<file path="src/rtl/fb_fill_master.sv">
// 6502-bus write master: fills a VRAM rectangle with a constant byte, optionally swaps buffers on NMI.
// Latency: first write begins on the first Phi2 rise after Start; each byte costs 2 Phi2 periods (+2 for swap).
// Backpressure: none; Start is only accepted while idle and not busy, all other Starts are dropped.
module fb_fill_master #(
    parameter int          PHI2_DIV = 4,
    parameter logic [15:0] CFG_ADDR = 16'h80A0
) (
    input  logic        Clock,
    input  logic        Reset,
    input  logic        Start,
    input  logic [15:0] Base,
    input  logic [7:0]  Width,
    input  logic [7:0]  Height,
    input  logic [7:0]  Stride,
    input  logic [7:0]  Fill,
    input  logic        SwapAfter,
    input  logic [7:0]  SwapData,
    input  logic        NMI_n,
    output logic        Busy,
    output logic        Done,
    output logic        Phi2,
    output logic [15:0] AddrPhys,
    output logic [7:0]  DataOut,
    output logic        RW_n
);

    localparam int DW = (PHI2_DIV > 1) ? $clog2(PHI2_DIV) : 1;

    typedef enum logic [2:0] {
        IDLE, WRITE, GAP, WAIT_NMI, SWAP, SWAP_GAP, FINISH
    } state_t;

    state_t        state, nxt_state;
    logic [DW-1:0] div_cnt;
    logic          rise;

    logic [15:0]   c_base;
    logic [7:0]    c_width, c_height, c_stride, c_fill, c_swap_data;
    logic          c_swap;
    logic          load_cmd;

    logic [7:0]    col, row, nxt_col, nxt_row;
    logic [15:0]   row_base, nxt_row_base, nxt_addr;
    logic [7:0]    nxt_dout;
    logic          nxt_rw, nxt_busy, nxt_done;

    logic          nmi_s1, nmi_s2, nmi_prev, nmi_fall;
    logic          nmi_seen, nxt_seen;
    logic          last_col, last_row;

    // Free-running Phi2 divider; rise strobe marks the Clock edge where Phi2 goes high.
    always_ff @(posedge Clock or posedge Reset) begin
        if (Reset) begin
            div_cnt <= '0;
            Phi2    <= 1'b0;
        end else if (div_cnt == DW'(PHI2_DIV - 1)) begin
            div_cnt <= '0;
            Phi2    <= ~Phi2;
        end else begin
            div_cnt <= div_cnt + 1'b1;
        end
    end

    assign rise = (div_cnt == DW'(PHI2_DIV - 1)) && !Phi2;

    // Two-flop synchroniser for NMI_n plus a delayed copy for falling-edge detection.
    always_ff @(posedge Clock or posedge Reset) begin
        if (Reset) begin
            nmi_s1   <= 1'b1;
            nmi_s2   <= 1'b1;
            nmi_prev <= 1'b1;
        end else begin
            nmi_s1   <= NMI_n;
            nmi_s2   <= nmi_s1;
            nmi_prev <= nmi_s2;
        end
    end

    assign nmi_fall = nmi_prev && !nmi_s2 && (state == WAIT_NMI);

    // Command capture so the caller may change inputs once Busy is up.
    always_ff @(posedge Clock or posedge Reset) begin
        if (Reset) begin
            c_base      <= '0;
            c_width     <= '0;
            c_height    <= '0;
            c_stride    <= '0;
            c_fill      <= '0;
            c_swap      <= 1'b0;
            c_swap_data <= '0;
        end else if (load_cmd) begin
            c_base      <= Base;
            c_width     <= Width;
            c_height    <= Height;
            c_stride    <= Stride;
            c_fill      <= Fill;
            c_swap      <= SwapAfter;
            c_swap_data <= SwapData;
        end
    end

    // State and registered bus outputs.
    always_ff @(posedge Clock or posedge Reset) begin
        if (Reset) begin
            state    <= IDLE;
            AddrPhys <= '0;
            DataOut  <= '0;
            RW_n     <= 1'b1;
            Busy     <= 1'b0;
            Done     <= 1'b0;
            col      <= '0;
            row      <= '0;
            row_base <= '0;
            nmi_seen <= 1'b0;
        end else begin
            state    <= nxt_state;
            AddrPhys <= nxt_addr;
            DataOut  <= nxt_dout;
            RW_n     <= nxt_rw;
            Busy     <= nxt_busy;
            Done     <= nxt_done;
            col      <= nxt_col;
            row      <= nxt_row;
            row_base <= nxt_row_base;
            nmi_seen <= nxt_seen;
        end
    end

    assign last_col = (col == c_width - 8'd1);
    assign last_row = (row == c_height - 8'd1);

    // Next-state logic; bus-visible changes happen only on rise strobes.
    always_comb begin
        nxt_state    = state;
        nxt_addr     = AddrPhys;
        nxt_dout     = DataOut;
        nxt_rw       = RW_n;
        nxt_busy     = Busy;
        nxt_done     = 1'b0;
        nxt_col      = col;
        nxt_row      = row;
        nxt_row_base = row_base;
        nxt_seen     = nmi_seen;
        load_cmd     = 1'b0;
        case (state)
            IDLE: begin
                if (!Busy) begin
                    if (Start) begin
                        load_cmd = 1'b1;
                        nxt_busy = 1'b1;
                    end
                end else if (rise) begin
                    if (c_width != 8'd0 && c_height != 8'd0) begin
                        nxt_state    = WRITE;
                        nxt_addr     = c_base;
                        nxt_dout     = c_fill;
                        nxt_rw       = 1'b0;
                        nxt_col      = '0;
                        nxt_row      = '0;
                        nxt_row_base = c_base;
                    end else if (c_swap) begin
                        nxt_state = WAIT_NMI;
                        nxt_seen  = 1'b0;
                    end else begin
                        nxt_state = FINISH;
                        nxt_done  = 1'b1;
                        nxt_busy  = 1'b0;
                    end
                end
            end
            WRITE: begin
                if (rise) begin
                    nxt_state = GAP;
                    nxt_rw    = 1'b1;
                end
            end
            GAP: begin
                if (rise) begin
                    if (last_col && last_row) begin
                        if (c_swap) begin
                            nxt_state = WAIT_NMI;
                            nxt_seen  = 1'b0;
                        end else begin
                            nxt_state = FINISH;
                            nxt_done  = 1'b1;
                            nxt_busy  = 1'b0;
                        end
                    end else begin
                        nxt_state = WRITE;
                        nxt_rw    = 1'b0;
                        nxt_dout  = c_fill;
                        if (last_col) begin
                            nxt_col      = '0;
                            nxt_row      = row + 8'd1;
                            nxt_row_base = row_base + {8'd0, c_stride};
                            nxt_addr     = row_base + {8'd0, c_stride};
                        end else begin
                            nxt_col  = col + 8'd1;
                            nxt_addr = row_base + {8'd0, col + 8'd1};
                        end
                    end
                end
            end
            WAIT_NMI: begin
                if (rise && (nmi_seen || nmi_fall)) begin
                    nxt_state = SWAP;
                    nxt_addr  = CFG_ADDR;
                    nxt_dout  = c_swap_data;
                    nxt_rw    = 1'b0;
                    nxt_seen  = 1'b0;
                end else if (nmi_fall) begin
                    nxt_seen = 1'b1;
                end
            end
            SWAP: begin
                if (rise) begin
                    nxt_state = SWAP_GAP;
                    nxt_rw    = 1'b1;
                end
            end
            SWAP_GAP: begin
                if (rise) begin
                    nxt_state = FINISH;
                    nxt_done  = 1'b1;
                    nxt_busy  = 1'b0;
                end
            end
            FINISH: begin
                nxt_state = IDLE;
            end
            default: begin
                nxt_state = IDLE;
            end
        endcase
    end

endmodule
</file>
<file path="config.mk">
export PLATFORM = sky130hd
export DESIGN_NAME = fb_fill_master
export DESIGN_NICKNAME = d
export VERILOG_FILES = /design/src/rtl/fb_fill_master.sv
export SDC_FILE = /design/constraint.sdc
export NUM_CORES = 1
export LEC_CHECK = 0
export BUFFER_PORTS_ARGS = -buffer_cell sky130_fd_sc_hd__clkbuf_2
export CORE_ASPECT_RATIO = 0.6
export CORE_MARGIN = 2
export CORE_UTILIZATION = 40
export DETAILED_ROUTE_END_ITERATION = 8
export PLACE_DENSITY = 0.63
export SLEW_MARGIN = 5
export SYNTH_ARGS = -nofsm -noshare
export SYNTH_HDL_FRONTEND = slang
export SYNTH_SLANG_ARGS = --single-unit
</file>
<file path="constraint.sdc">
create_clock -name Clock -period 3.5 [get_ports Clock]
set_input_delay 0.175 -clock Clock [delete_from_list [all_inputs] [get_ports Clock]]
set_output_delay 0.175 -clock Clock [all_outputs]
set_load 0.1 [all_outputs]
</file>
* Word level (Yosys, flattened, before mapping)
Index checks and enable logic that the tools add are counted.
** Word-level totals
- Input bits :: 61
- Output and inout bits :: 28
- Register bits after elaboration :: 126
- Logic and storage cells :: 156
** Operators by class
- Add/subtract/negate cells :: 7
- Muxes and demuxes :: 79
- Bitwise logic cells :: 1
- Reductions and logical operators :: 24
- Equality and inequality tests :: 23
** Operator list (count)
- two-way mux 16 bit :: 10
- two-way mux 8 bit :: 15
- one-hot mux 16 bit (3 select lines) :: 1
- two-way mux 1 bit :: 33
- adder 16 x 8 -> 16 bit :: 2
- one-hot mux 16 bit (2 select lines) :: 1
- one-hot mux 8 bit (2 select lines) :: 2
- two-way mux 3 bit :: 10
- AND reduction 7 bit :: 4
- != test 2 bit, second input constant :: 12
- one-hot mux 8 bit (3 select lines) :: 1
- one-hot mux 3 bit (6 select lines) :: 1
- adder 8 x 1 -> 8 bit, second input constant :: 2
- equality test 8 bit :: 2
- nonzero test 8 bit :: 2
- subtractor 8 x 1 -> 8 bit, second input constant :: 2
- one-hot mux 1 bit (3 select lines) :: 3
- AND reduction 8 bit :: 1
- equality test 3 x 2 -> 1 bit, second input constant :: 2
- equality test 3 bit, second input constant :: 2
- logical AND 1 bit :: 6
- AND reduction 6 bit :: 1
- nonzero test 3 bit :: 2
- AND reduction 5 bit :: 1
- 14 further kinds :: 16

* Depth between registers and ports, before layout
- Depth after elaboration :: 7
- Gate-level depth with buffers :: 15
- Depth with buffers taken out :: 12

* Worst setup path after synthesis
No wires, ideal clock.
- Path type :: register to register
- From :: register c_width[0]
- To :: register AddrPhys[5]
- Clock period less this slack :: 2.757 ns
- Library setup time :: 0.128 ns
- Data required time :: 3.372 ns
- Arrival :: 2.629 ns
- Stages on the path, launching flop included :: 14
- Slack :: 0.743 ns
- Cells stage by stage :: dfrtp_1 -> buf_2 -> inv_1 -> ha_1 -> buf_4 -> inv_1 -> or3_4 -> a2111oi_4 -> o211a_1 -> buf_4 -> nand2_2 -> o211a_1 -> buf_2 -> mux2_1
** Between the ends
- Cells in the longest elaborated chain, start to end :: 6
** Ends and longest elaborated chain
- start: declaration :: line 38 : logic [7:0] c_width, c_height, c_stride, c_fill, c_swap_data;
- start signal: assignment :: line 93 : c_width <= Width;
- subtractor 8 x 1 -> 8 bit :: line 129 : assign last_col = (col == c_width - 8'd1);
- equality test 8 bit :: line 129
- two-way mux 16 bit :: line 192 : if (last_col) begin
- two-way mux 16 bit :: line 179 : if (last_col && last_row) begin
- two-way mux 16 bit :: line 178 : if (rise) begin
- one-hot mux 16 bit (3 select lines) :: line 145 : case (state)
- end signal: assignment :: line 117 : AddrPhys <= nxt_addr;
- end: declaration :: line 22 : output logic [15:0] AddrPhys,
Several ways; a longest one is shown, not always the timed one. The select of a mux whose other input is x is not followed.
A chain may end at the register's enable or synchronous reset.

* Worst setup path in the final report
- From :: register col[0]
- To :: register AddrPhys[10]
** Between the ends
- Cells in the longest elaborated chain, start to end :: 6
** Ends and longest elaborated chain
- start: declaration :: line 42 : logic [7:0] col, row, nxt_col, nxt_row;
- start signal: assignment :: line 122 : col <= nxt_col;
- adder 8 x 1 -> 8 bit :: line 199 : nxt_addr = row_base + {8'd0, col + 8'd1};
- adder 16 x 8 -> 16 bit :: line 199
- two-way mux 16 bit :: line 192
- two-way mux 16 bit :: line 179
- two-way mux 16 bit :: line 178
- one-hot mux 16 bit (3 select lines) :: line 145
Several ways; a longest one is shown, not always the timed one. The select of a mux whose other input is x is not followed.

==> impl_results.md <==
- Worst path required time: between 3 and 4 ns
- DR vias/cell: around 5.3
- Post-Synthesis Cell Area: about 7000 um2
- Final Max Slew Viols: 0
- Synth async-reset ratio: 1.00
- Synth warnings: 0
- Area leader, netlist: dfrtp_1
- Post-synth top area share: 0.427
- DRT Wirelength: approximately 18 mm
- Flops & latches, synth: 126
- HP Start: Stride[5]
- Die Ht: around 110 um
- CTS tree: done
- Crit end category: flop
- Vias: approximately 5800
- Starting Density: 0.413
- Placer congestion estimate: a little under 0.9
- Drt wl/cell: approximately 16 um
- Number of synthesized flops with an enable pin: 0
- Clk slew on worst S/H paths: around 0.060 ns
- Area delta synth->final: 27.4%
- Gr usage total: 0.200
- Placed insts: ~1000
- Seq/Total Area, Yosys: 0.442
- IO Port Bufs: 88
- Row count: 37
- Post-CTS Setup Bufs: 0
- Crit share post-route: 0.873
- Worst vdd ir: 0.445 mV
- Endpoints failing setup: 0
- Net count after synthesis: around 790
- WS Path Type: flop to flop
- Pre-antenna DRT Iters: 5
- 1st-iter DRT viols: 411
- Final setup skew: around 0.012 ns
- P per Cell Area: approximately 900 nW/um2
- Crit path from: col[0]$_DFFE_PP0P_
- Mean Syn Cell Area: between 10 and 15 um2
- Final hold viol count: 0
- Pre-CTS setup slack: roughly 0.49 ns
- Vias in the first global route: about 5500
- Initial antenna violation count: 0
- Least-Margin Pin Slew: 0.778 ns
- First-pass GRT wire length: 29.7 mm
- Post-synth top flop: dfrtp_1
- Fin Setup TNS: 0 ns
- Max_cap viols: 0
- Clock sink count: 126
- Maximum clock rate: between 300 and 400 MHz
- Startpoint types: flop
- N_diodes: 0
- Synth cell types: a little under 70
- Post-route ant nets: 0
- Final setup margin: around 0.44 ns
- Worst Hold Class: primary input to flop
- RSZ-0062 raised after global routing: false
- Reg-to-Reg Start: col[0]$_DFFE_PP0P_
- Die area: about 19000 um2
- Share of layout cells above drive strength 1: 0.246
- CP Data Arrival Time: ~3.4 ns
- Die width: around 180 um
- Commonest cells in the netlist: dfrtp_1 (122), nor2_1 (66), mux2_2 (60), a21oi_1 (53), nand2_1 (49)
- Io pins: 89
- TritonCTS Buffers: 17
- Final HPWL DP: around 12 mm
- Top-count cell post-synth: dfrtp_1
- Worst-case clock buffer depth: 2
- Fin nets: 930
- Max-slew headroom: 0.481
- Final Critical Period: between 3 and 4 ns
- Cells after Synth: 707
- Core area: between 15000 and 20000 um2
- Largest net degree at the start of global routing: approximately 130
- H-tree levels: 4
- Layout Cells excl Fill: around 1100
- Grt ovf: 0
- Outcome: completed
- Skew-Pair Late Insertion Delay: 0.42 ns
- Detailed-route DRC error count: 0
- Root buf cell: clkbuf_16
- Synth area leaders: dfrtp_1 (43%), mux2_2 (9.5%), xnor2_1 (3.9%)
- Worst-path maximum fanout: 7
- Leak: about 4.2 nW
layer usage:
layer | part of all wire | global-route usage
met5 | 0 | 0
met4 | 0.0061 | 0.0449
met3 | 0.052 | 0.0491
met2 | 0.40 | 0.271
met1 | 0.54 | 0.314
where the power goes:
part | switching, mW | internal (mW) | leakage (nW)
Clock | 0.660 | 1.39 | 0.334
Combinational | 2.57 | 1.25 | 2.27
Sequential | 0.470 | 1.89 | 1.56
Total | 3.70 | 4.54 | 4.16
worst max-delay path: stages (launching register included):
cell,delay [ns]
dfrtp_1,0.47
ha_1,0.27
nand3_1,0.13
nor2_1,0.16
xor2_1,0.22
ha_1,0.30
or2_2,0.30
a21oi_1,0.23
a21oi_1,0.14
and3_1,0.22
xor2_1,0.14
a221oi_1,0.25
a21oi_1,0.10
metrics by stage:
stage               area [um2]  hold slack [ns]  power [mW]   util
floorplan                 7150            0.179        5.28      -
global placement          7860            0.268        6.07  0.454
detailed placement        7860            0.266        6.12  0.454
CTS                       9100          0.00378        8.25  0.526
global route              9100          0.00953        8.73  0.526
finish                    9100           0.0240        8.23  0.526
final cells by class:
type                       count  area (um2)
inverter                      17        67.6
sequential                   126        3160
clock inverter                10         208
clock buffer                  21         470
tap                          234         293
multi-input combinational    523        3750
timing repair buffer         160        1160
fill                        1570        8210
flip-flops by register name, summed over array words and instances, names as in the netlist:
register     count
row_base        16
nmi_s2           1
c_fill           8
RW_n             1
Busy             1
c_base          16
AddrPhys        16
Phi2             1
c_stride         8
row              8
c_width          8
nmi_s1           1
col              8
div_cnt          2
DataOut          8
nmi_prev         1
state            3
Done             1
c_height         8
nmi_seen         1
c_swap_data      8
c_swap           1
repair_timing:
item / CTS / global route
gates resized for setup: 0 / 0
hold buffers: 57 / 0
endpoints found under the hold margin: 154 / 0
kinds of logic (layout without fill, tap and decap cells):
kind of cell             Yosys count  count (layout)  share of synthesized area
AND/OR/NAND/NOR                  199             199                      0.133
AO/OA/AOI/OAI                    172             172                      0.165
flip-flops                       126             126                      0.442
multiplexers                      79              79                      0.121
buffers and inverters             58             208                     0.0343
XOR/XNOR                          49              49                     0.0601
adder cells (fa/ha/maj)           24              24                     0.0441
worst paths after layout:
kind / end / slack (ns) / depth (start not counted)
hold / removal: c_stride[5]$_DFFE_PP0P_ / 0.02 / 2
setup reg to reg: AddrPhys[10]$_DFFE_PP0P_ / 0.44 / 12
min in group asynchronous: div_cnt[0]$_DFF_PP0_ / 0.50 / 4
max in group asynchronous: c_base[6]$_DFFE_PP0P_ / 2.50 / 4
hold reg to reg: nmi_s2$_DFF_PP1_ / 0.36 / 0
setup / recovery: AddrPhys[10]$_DFFE_PP0P_ / 0.44 / 12
cell usage in the layout, fill, tap and decap left out, types with 8 or more instances in the layout:
cell           count
xnor2_1           32
xor2_1            17
buf_4             12
o21ai_0           28
inv_1             15
and3_1             8
dlygate4sd3_1     57
mux2_2            60
a21oi_1           53
dfrtp_1          122
ha_1              22
nand3_1           19
nand2b_1          10
clkbuf_2          88
nor2_1            66
clkbuf_16         17
nor3_1            12
o22a_1            13
nand2_1           49
mux2i_1           18
(Power assumes the default switching activity.)
